==> src/rtl/regread_stage_if.sv <==
// Instruction, register-bank, writeback and execute-side signals of the operand-fetch stage.
// The slave modport is the stage itself; master is its environment.
interface regread_stage_if #(
  parameter int DW   = 32,
  parameter int AW   = 5,
  parameter int NREG = 32
);
  logic            in_valid;
  logic            in_ready;
  logic [AW-1:0]   in_sr1;
  logic [AW-1:0]   in_sr2;
  logic [AW-1:0]   in_dr;
  logic            in_we;
  logic [AW-1:0]   rf_sr1;
  logic [AW-1:0]   rf_sr2;
  logic [DW-1:0]   rf_rdData1;
  logic [DW-1:0]   rf_rdData2;
  logic            wb_valid;
  logic [AW-1:0]   wb_dr;
  logic [DW-1:0]   wb_data;
  logic            out_valid;
  logic            out_ready;
  logic [DW-1:0]   out_op1;
  logic [DW-1:0]   out_op2;
  logic [AW-1:0]   out_dr;
  logic            out_we;
  logic [NREG-1:0] busy;

  modport slave (
    input  in_valid, in_sr1, in_sr2, in_dr, in_we,
    input  rf_rdData1, rf_rdData2,
    input  wb_valid, wb_dr, wb_data,
    input  out_ready,
    output in_ready, rf_sr1, rf_sr2,
    output out_valid, out_op1, out_op2, out_dr, out_we, busy
  );

  modport master (
    output in_valid, in_sr1, in_sr2, in_dr, in_we,
    output rf_rdData1, rf_rdData2,
    output wb_valid, wb_dr, wb_data,
    output out_ready,
    input  in_ready, rf_sr1, rf_sr2,
    input  out_valid, out_op1, out_op2, out_dr, out_we, busy
  );
endinterface

==> src/rtl/regread_stage.sv <==
// Operand-fetch stage: drives bank read addresses, captures operands with writeback
// bypass into a one-entry output register, and stalls on RAW/WAW via a busy scoreboard.
module regread_stage #(
  parameter int DW   = 32,
  parameter int AW   = 5,
  parameter int NREG = 32
) (
  input  logic             clk,
  input  logic             reset,
  regread_stage_if.slave   bus
);

  logic [NREG-1:0] r_busy;
  logic            r_out_valid;
  logic [DW-1:0]   r_out_op1;
  logic [DW-1:0]   r_out_op2;
  logic [AW-1:0]   r_out_dr;
  logic            r_out_we;

  logic [AW-1:0]   w_sr1;
  logic [AW-1:0]   w_sr2;
  logic [AW-1:0]   w_dr;
  logic [NREG-1:0] w_wb_mask;
  logic [NREG-1:0] w_set_mask;
  logic [NREG-1:0] w_eb;
  logic            w_hz;
  logic            w_in_ready;
  logic            w_acc;
  logic [DW-1:0]   w_op1;
  logic [DW-1:0]   w_op2;

  assign w_sr1 = bus.in_sr1;
  assign w_sr2 = bus.in_sr2;
  assign w_dr  = bus.in_dr;

  always_comb begin
    w_wb_mask = '0;
    if (bus.wb_valid) w_wb_mask[bus.wb_dr] = 1'b1;
  end

  // A writeback in this cycle already resolves the hazard on its register.
  assign w_eb       = r_busy & ~w_wb_mask;
  assign w_hz       = w_eb[w_sr1] | w_eb[w_sr2] | (bus.in_we & w_eb[w_dr]);
  assign w_in_ready = reset & ~w_hz & (~r_out_valid | bus.out_ready);
  assign w_acc      = bus.in_valid & w_in_ready;

  always_comb begin
    w_set_mask = '0;
    if (w_acc && bus.in_we) w_set_mask[w_dr] = 1'b1;
  end

  // The bank writes at the same edge we sample, so a matching writeback must be forwarded.
  assign w_op1 = (bus.wb_valid && (bus.wb_dr == w_sr1)) ? bus.wb_data : bus.rf_rdData1;
  assign w_op2 = (bus.wb_valid && (bus.wb_dr == w_sr2)) ? bus.wb_data : bus.rf_rdData2;

  always_ff @(posedge clk) begin
    if (!reset) begin
      r_busy      <= '0;
      r_out_valid <= 1'b0;
      r_out_op1   <= '0;
      r_out_op2   <= '0;
      r_out_dr    <= '0;
      r_out_we    <= 1'b0;
    end else begin
      r_busy <= (r_busy & ~w_wb_mask) | w_set_mask;
      if (w_acc) begin
        r_out_valid <= 1'b1;
        r_out_op1   <= w_op1;
        r_out_op2   <= w_op2;
        r_out_dr    <= w_dr;
        r_out_we    <= bus.in_we;
      end else if (bus.out_ready) begin
        r_out_valid <= 1'b0;
      end
    end
  end

  assign bus.in_ready  = w_in_ready;
  assign bus.rf_sr1    = w_sr1;
  assign bus.rf_sr2    = w_sr2;
  assign bus.out_valid = r_out_valid;
  assign bus.out_op1   = r_out_op1;
  assign bus.out_op2   = r_out_op2;
  assign bus.out_dr    = r_out_dr;
  assign bus.out_we    = r_out_we;
  assign bus.busy      = r_busy;

endmodule

==> src/flat_wrapper.sv <==
// flat-port wrapper written by rule: the top's interface ports become plain ports
module regread_stage_flat 
#(
  parameter int DW   = 32,
  parameter int AW   = 5,
  parameter int NREG = 32
)
  (clk, reset, bus_in_valid, bus_in_sr1, bus_in_sr2, bus_in_dr, bus_in_we, bus_rf_rdData1, bus_rf_rdData2, bus_wb_valid, bus_wb_dr, bus_wb_data, bus_out_ready, bus_in_ready, bus_rf_sr1, bus_rf_sr2, bus_out_valid, bus_out_op1, bus_out_op2, bus_out_dr, bus_out_we, bus_busy);
  regread_stage_if #(.DW(DW), .AW(AW), .NREG(NREG)) bus_i ();
  input  logic clk;
  input  logic reset;
  input wire logic [$bits(bus_i.in_valid)-1:0] bus_in_valid;
  input wire logic [$bits(bus_i.in_sr1)-1:0] bus_in_sr1;
  input wire logic [$bits(bus_i.in_sr2)-1:0] bus_in_sr2;
  input wire logic [$bits(bus_i.in_dr)-1:0] bus_in_dr;
  input wire logic [$bits(bus_i.in_we)-1:0] bus_in_we;
  input wire logic [$bits(bus_i.rf_rdData1)-1:0] bus_rf_rdData1;
  input wire logic [$bits(bus_i.rf_rdData2)-1:0] bus_rf_rdData2;
  input wire logic [$bits(bus_i.wb_valid)-1:0] bus_wb_valid;
  input wire logic [$bits(bus_i.wb_dr)-1:0] bus_wb_dr;
  input wire logic [$bits(bus_i.wb_data)-1:0] bus_wb_data;
  input wire logic [$bits(bus_i.out_ready)-1:0] bus_out_ready;
  output wire logic [$bits(bus_i.in_ready)-1:0] bus_in_ready;
  output wire logic [$bits(bus_i.rf_sr1)-1:0] bus_rf_sr1;
  output wire logic [$bits(bus_i.rf_sr2)-1:0] bus_rf_sr2;
  output wire logic [$bits(bus_i.out_valid)-1:0] bus_out_valid;
  output wire logic [$bits(bus_i.out_op1)-1:0] bus_out_op1;
  output wire logic [$bits(bus_i.out_op2)-1:0] bus_out_op2;
  output wire logic [$bits(bus_i.out_dr)-1:0] bus_out_dr;
  output wire logic [$bits(bus_i.out_we)-1:0] bus_out_we;
  output wire logic [$bits(bus_i.busy)-1:0] bus_busy;
  assign bus_i.in_valid = bus_in_valid;
  assign bus_i.in_sr1 = bus_in_sr1;
  assign bus_i.in_sr2 = bus_in_sr2;
  assign bus_i.in_dr = bus_in_dr;
  assign bus_i.in_we = bus_in_we;
  assign bus_i.rf_rdData1 = bus_rf_rdData1;
  assign bus_i.rf_rdData2 = bus_rf_rdData2;
  assign bus_i.wb_valid = bus_wb_valid;
  assign bus_i.wb_dr = bus_wb_dr;
  assign bus_i.wb_data = bus_wb_data;
  assign bus_i.out_ready = bus_out_ready;
  assign bus_in_ready = bus_i.in_ready;
  assign bus_rf_sr1 = bus_i.rf_sr1;
  assign bus_rf_sr2 = bus_i.rf_sr2;
  assign bus_out_valid = bus_i.out_valid;
  assign bus_out_op1 = bus_i.out_op1;
  assign bus_out_op2 = bus_i.out_op2;
  assign bus_out_dr = bus_i.out_dr;
  assign bus_out_we = bus_i.out_we;
  assign bus_busy = bus_i.busy;
  regread_stage #(.DW(DW), .AW(AW), .NREG(NREG)) u_core (.clk(clk), .reset(reset), .bus(bus_i));
endmodule
==> config.mk <==
export PLATFORM = sky130hd
export DESIGN_NAME = regread_stage_flat
export DESIGN_NICKNAME = d
export VERILOG_FILES = /design/src/rtl/regread_stage_if.sv /design/src/rtl/regread_stage.sv /design/src/flat_wrapper.sv
export SDC_FILE = /design/constraint.sdc
export NUM_CORES = 1
export LEC_CHECK = 0
export ABC_AREA = 1
export CAP_MARGIN = 40
export CORE_UTILIZATION = 45
export CTS_CLUSTER_DIAMETER = 80
export DETAILED_ROUTE_END_ITERATION = 6
export GPL_TIMING_DRIVEN = 0
export PLACE_DENSITY_LB_ADDON = 0.1
export SETUP_SLACK_MARGIN = 0.02
export SYNTH_ARGS = -nofsm -noshare
export SYNTH_HDL_FRONTEND = slang
export SYNTH_SLANG_ARGS = --single-unit
==> constraint.sdc <==
create_clock -name clk -period 2.8 [get_ports clk]
set_input_delay 0.28 -clock clk [delete_from_list [all_inputs] [get_ports clk]]
set_output_delay 0.28 -clock clk [all_outputs]
set_load 0.005 [all_outputs]
# Yosys cells after proc, flatten, opt, wreduce, memory -nomap -nowiden
# Index checks and enable logic that the tools add are counted.
[word_totals]
regBits = 103
in_bits = 122
output_inout_bits = 114
elab_cells = 48
[classes]
magnitude_cmp = 6
eq_ne = 2
n_mux = 16
n_bitwise = 12
n_reduce_logical = 6
[ops]
columns = ["op", "count"]
rows = [
  ["$mux W32", 4],
  ["$and A32 B32 Y32", 1],
  ["$not A32 Y32", 1],
  ["$or A32 B32 Y32", 1],
  ["$lt A5 B6 Y1 const B", 4],
  ["$bmux W1 S5", 3],
  ["$demux W1 S5", 2],
  ["$eq A5 B5 Y1", 2],
  ["$ge A5 B1 Y1 const B", 2],
  ["$mux W1", 7],
  ["$logic_and A1 B1 Y1", 5],
  ["$and A1 B1 Y1", 4],
  ["$or A1 B1 Y1", 3],
  ["$not A1 Y1", 2],
  ["$reduce_bool A2 Y1", 1],
]

# Logic depth before layout (Yosys ltp)
# Gate-level depths: netlist of run 1.
[depth]
depth_word = 18
depth_mapped = 21
ltp_nobuf = 19

# Worst setup path after synthesis of run 1
# No wires, ideal clock.
[synth_path]
kind = "input to register"
startpoint = "input port bus_wb_dr[4]"
endpoint = "register u_core.r_out_op1[0], in the netlist u_core.bus.out_op1[0]"
setup_ps = 113
t_arrival_ps = 2020
t_required_ps = 2687
slack_ps = 668
stages = 21
n_path_buf = 3
cell_sequence = "buf_2 inv_2 nand2_1 nor2_1 nand2_1 nand2_1 nand2_1 nand2_1 inv_1 nand3_1 nand3_1 nand2_1 inv_1 nand2_1 nand3_2 nor2_4 nand2_2 buf_6 buf_6 nor2_1 nor2_1"
[synth_between]
elab_chain_len = 15
word_cells_on_any_way = 24
cone_classes = "order compare (2); eq/ne (1); mux (10); bitwise (9); reduce/logical (2)"
[synth_lines]
columns = ["item", "line", "source"]
rows = [
  ["start: declaration", "flat_wrapper.sv:20", "input wire logic [$bits(bus_i.wb_dr)-1:0] bus_wb_dr;"],
  ["$lt A5 B6 Y1 (not written as such) / $ge A5 B1 Y1 (equally long branches)", "regread_stage.sv:38", "if (bus.wb_valid) w_wb_mask[bus.wb_dr] = 1'b1;"],
  ["$logic_and A1 B1 Y1 (not written as such)", "regread_stage.sv:38", ""],
  ["$mux W1 (not written as such)", "regread_stage.sv:38", ""],
  ["$demux W1 S5", "-", ""],
  ["$mux W32", "regread_stage.sv:38", ""],
  ["$not A32 Y32", "regread_stage.sv:42", "assign w_eb = r_busy & ~w_wb_mask;"],
  ["$and A32 B32 Y32", "regread_stage.sv:42", ""],
  ["$bmux W1 S5", "regread_stage.sv:43", "assign w_hz = w_eb[w_sr1] | w_eb[w_sr2] | (bus.in_we & w_eb[w_dr]);"],
  ["$mux W1 (not written as such)", "regread_stage.sv:43", ""],
  ["$or A1 B1 Y1 / $and A1 B1 Y1 (equally long branches)", "regread_stage.sv:43", ""],
  ["$or A1 B1 Y1", "regread_stage.sv:43", ""],
  ["$not A1 Y1", "regread_stage.sv:44", "assign w_in_ready = reset & ~w_hz & (~r_out_valid | bus.out_ready);"],
  ["$and A1 B1 Y1 (2 in series)", "regread_stage.sv:44", ""],
  ["$and A1 B1 Y1", "regread_stage.sv:45", "assign w_acc = bus.in_valid & w_in_ready;"],
  ["end signal: assignment", "regread_stage.sv:68", "r_out_op1 <= w_op1;"],
  ["end: declaration", "regread_stage.sv:15", "logic [DW-1:0] r_out_op1;"],
]
# Several ways; a longest one is shown, not always the timed one. The select of a mux whose other input is x is not followed.
# A chain may end at the register's enable or synchronous reset.

# Worst setup path after layout of run 1
[layout_path]
startpoint = "input port bus_wb_dr[2]"
endpoint = "output port bus_in_ready"
[layout_between]
elab_chain_len = 14
word_cells_on_any_way = 20
cone_classes = "order compare (2); mux (9); bitwise (8); reduce/logical (1)"
[layout_lines]
columns = ["item", "line", "source"]
rows = [
  ["$lt A5 B6 Y1 (not written as such) / $ge A5 B1 Y1 (equally long branches)", "regread_stage.sv:38", ""],
  ["$logic_and A1 B1 Y1 (not written as such)", "regread_stage.sv:38", ""],
  ["$mux W1 (not written as such)", "regread_stage.sv:38", ""],
  ["$demux W1 S5 *", "-", ""],
  ["$mux W32 *", "regread_stage.sv:38", ""],
  ["$not A32 Y32 *", "regread_stage.sv:42", ""],
  ["$and A32 B32 Y32 *", "regread_stage.sv:42", ""],
  ["$bmux W1 S5", "regread_stage.sv:43", ""],
  ["$mux W1 (not written as such)", "regread_stage.sv:43", ""],
  ["$or A1 B1 Y1 / $and A1 B1 Y1 (equally long branches)", "regread_stage.sv:43", ""],
  ["$or A1 B1 Y1 *", "regread_stage.sv:43", ""],
  ["$not A1 Y1 *", "regread_stage.sv:44", ""],
  ["$and A1 B1 Y1 * (2 in series)", "regread_stage.sv:44", ""],
  ["end: declaration", "flat_wrapper.sv:23", "output wire logic [$bits(bus_i.in_ready)-1:0] bus_in_ready;"],
]
# Mark *: on every way between the ends. The rest lies on a longest branch, timed or not. The select of a mux whose other input is x is not followed.

==> reports/summary.log, run 1 <==
INFO  outcome        run_status=finished, final reports clean
INFO  logic_synthesis yosys.cell_types.count=24
INFO  critical_path  timing.critical_path.from_type=primary input
INFO  flow_run       cap_violations=0
INFO  grt            wire_length_of_the_first_global_routing_pass=37800microns
INFO  cts            tritoncts_num_sinks=103
INFO  die            effective_utilization_at_floorplan=46.9%
INFO  cells_and_area multi_input_comb_area=3670squm
INFO  grt            gr-total-overflow=0
INFO  sta            period_minus_slack=2780ps
INFO  critical_path  critical_path.reg2reg.endpoint=u_core.bus.out_op1[4]
INFO  logic_synthesis synth-seq-area-share=32.6%
INFO  placement      detailed_place.area=8790squm
INFO  die            die_w=121microns
INFO  logic_synthesis post_synth_and_or_nand_nor_area_fraction=42.7%
INFO  die            fp.dieH=121microns
INFO  cts            root_buffer=clkbuf_16
INFO  cells_and_area final_area=9610squm
INFO  sta            fmax=360MHz
INFO  sta            relSlewSlack=63.8%
INFO  logic_synthesis ys_async_sr_fraction=0%
INFO  logic_synthesis syn-cell-area=6330squm
INFO  cells_and_area area_growth=51.7%
INFO  critical_path  timing.critical_path.required=2520ps
INFO  routing        vias_per_cell=5.29
INFO  logic_synthesis yosys_most_used_dff=dfxtp_1
INFO  sta            clock_skew=8.41ps
INFO  sta            finalHoldViolCount=0
INFO  logic_synthesis synth-xor-area-share=0%
INFO  logic_synthesis synth_compound_gate_area_share=11.2%
INFO  logic_synthesis synth_top_family_by_area=simple AND/OR/NAND/NOR gates
INFO  placement      preCtsSetupSlack=-925ps
INFO  logic_synthesis synth_adder_area_share=0%
INFO  die            fp.dieArea=14600squm
INFO  sta            setup_total_negative_slack=0ps
INFO  critical_path  rrSetupSlack=370ps
INFO  critical_path  worst-setup-path-type=primary input to output port
INFO  grt            via_count_of_the_first_global_routing_pass=7275
INFO  power          static-leakage-power=4.53nW
INFO  die            design.core.area=13500squm
INFO  hold_path      min_to=u_core.bus.out_dr[0]
INFO  cts            clock_tree.buffer_depth=2
INFO  cts            clkSlewWorstSetupHoldPaths=70ps
INFO  die            io-pin-count=236
INFO  critical_path  critPathArrivalTime=2500ps
INFO  grt            maximum_number_of_pins_on_one_net_before_global_route_repair=17
INFO  placement      number_of_i_o_port_buffers=224
INFO  cts            cts_tree=yes
INFO  logic_synthesis synthMuxAreaShare=0%
INFO  cells_and_area nets=1480
INFO  sta            timing_worst_slew_pin_value=543ps
INFO  cts            cts_buffers=9
INFO  critical_path  timing.rr.start=u_core.bus.busy[15]
INFO  logic_synthesis synth.ff_latch_count=103
INFO  cts            clkLatencyLatePin=360ps
INFO  grt            initial_antenna_violation_count=0
INFO  sta            finalMaxSlewViolations=0
INFO  logic_synthesis yosys_warnings=0
INFO  logic_synthesis post_synth_edffs=0
INFO  logic_synthesis synthesis.nets=1226
INFO  hold_path      worstHoldPathType=primary input to register
INFO  logic_synthesis postSynthCellCount=1104
INFO  sta            hold_slack=306ps
INFO  routing        drt-initial-drc-count=827
INFO  routing        postRouteWirelength=25000microns
INFO  routing        routed-via-count=8148
INFO  cells_and_area insertedDiodeCount=0
INFO  routing        antenna_violating_nets_post_route=0
INFO  sta            setup_violations=0
INFO  logic_synthesis avgSynthCellArea=5.74squm
INFO  cells_and_area area.sequential=2060squm
INFO  critical_path  critical_path.max_fanout=8
INFO  cells_and_area drive_above_1_share=10.4%
INFO  routing        detail_route.wl_per_cell=16.2microns
INFO  placement      routabilityCongestion=0.953
INFO  sta            finalWorstSetupSlack=24.8ps
INFO  cells_and_area final_core_utilization=71.2%
INFO  power          power.density=419nW/um^2
INFO  grt            grtUsageTotal=33.8%
INFO  sta            finalCritPeriodShare=99.1%
INFO  routing        detailedRoute.firstPassIterationCount=6
INFO  hold_path      hp-start=bus_in_dr[0]
INFO  hold_path      min_delay_path_depth=3
INFO  routing        number_of_drc_violations_after_detailed_routing=0
INFO  cells_and_area final.fill_count=1192
INFO  die            rows=42
INFO  placement      detailed_place_hpwl=18500microns
INFO  cts            htreeDepth=3
INFO  critical_path  endpoint_kind=output port
INFO  critical_path  r2r.worst_path.cells=16
INFO  power          vdd_drop_max=286uV
## cells in the final DEF, fill, tap and decap left out, drive strengths merged
| cell | count |
|---|---|
| nand3 | 85 |
| clkbuf | 47 |
| dfxtp | 103 |
| bufinv | 3 |
| a21oi | 42 |
| clkdlybuf4s15 | 1 |
| nand2 | 353 |
| o21ai | 88 |
| a221oi | 4 |
| inv | 127 |
| dlymetal6s2s | 1 |
| and2 | 1 |
| nor3 | 3 |
| nor2 | 186 |
| dlygate4sd2 | 1 |
| clkdlybuf4s50 | 217 |
| clkinv | 7 |
| buf | 58 |
| nand4 | 32 |
| o22ai | 4 |
## state kept, by name, indices dropped and copies added (netlist names)
| signal | count |
|---|---|
| u_core.bus.out_dr | 5 |
| u_core.bus.out_we | 1 |
| u_core.bus.out_op2 | 32 |
| u_core.bus.out_valid | 1 |
| u_core.bus.out_op1 | 32 |
| u_core.bus.busy | 32 |
## cells in the mapped netlist (5+ instances only)
master / count / area share (%)
o21ai_0: 74 / 5.8
buf_4: 10 / 1.2
nor2_1: 182 / 11
o21ai_1: 14 / 1.1
clkbuf_1: 34 / 2.0
buf_6: 5 / 0.89
clkinv_1: 6 / 0.36
nand4_1: 32 / 3.2
a21oi_1: 42 / 3.3
nand3_1: 82 / 6.5
buf_1: 6 / 0.36
buf_2: 16 / 1.3
inv_1: 122 / 7.2
dfxtp_1: 103 / 33
nand2_1: 352 / 21
## what timing repair did
action / in CTS / in global routing
gates resized for setup: 80 / 46
hold buffers: 0 / 0
setup endpoints to repair: 101 / 9
buffers inserted: 12 / 7
pin swaps: 7 / 12
## routing by layer
layer  vias up  global-route usage, %  share of wire (%)
met1      3651                   44.4                 42
met3        76                   6.18                 10
li1       3955                      -                  -
met5         -                      0                  0
met4         0                   15.6                3.3
met2       466                   53.6                 45
## stage by stage
step                power, mW  std cells
finish                   4.02       1539
global route             4.19       1539
detailed placement       2.52       1504
CTS                      4.00       1532
global placement         2.51       1504
floorplan                2.05       1104
## logic make-up (layout without fill, tap and decap cells)
logic type | count (synthesis) | after routing
flip-flops | 103 | 103
AO/OA/AOI/OAI | 138 | 138
buffers and inverters | 203 | 462
AND/OR/NAND/NOR | 660 | 660
## where the power goes
group          total, mW  switching, mW  leakage, nW  internal [mW]
registers           1.57         0.0365        0.837           1.54
logic              0.986          0.519         3.52          0.467
clock network       1.46          0.588        0.164          0.877
total               4.02           1.14         4.53           2.88
## layout make-up
class | count | area share (%)
multi-input cells | 798 | 38.2
inverters | 132 | 5.43
clock buffers | 11 | 2.42
repair buffers | 243 | 25.0
plain buffers | 71 | 4.10
well taps | 176 | 2.29
flip-flops and latches | 103 | 21.5
clock inverters | 5 | 1.08
## how the worst max path moves through the flow
stage	cells after the start	to	start	slack [ps]
2_1_floorplan	21	u_core.bus.out_op1[0]	bus_wb_dr[4]	670
3_3_place_gp	14	bus_in_ready	bus_in_dr[0]	-950
3_5_place_dp	16	bus_in_ready	bus_wb_dr[2]	-930
4_1_cts	16	bus_in_ready	bus_wb_dr[2]	50
5_1_grt	14	bus_in_ready	bus_wb_dr[2]	-80
6_report	15	bus_in_ready	bus_wb_dr[2]	20
## worst max-delay path, stage by stage
cell and delay (ps):
buf_2 160, buf_8 170, nand3_4 150, o21ai_4 210
buf_4 140, nand2_1 50, nand3_1 90, nand3_1 90
nand3_1 120, nand2_1 70, nand2_1 70, nand3_2 120
nor2_4 160, buf_6 120, clkdlybuf4s50_1 490
No activity file was read; power rests on OpenSTA's default activity.
==> inputs of run 2 (changes only) <==
- CTS_CLUSTER_SIZE: default -> 14
==> results of run 2 <==
Same layout as run 1: the final DEF is identical, and so are final timing and power.
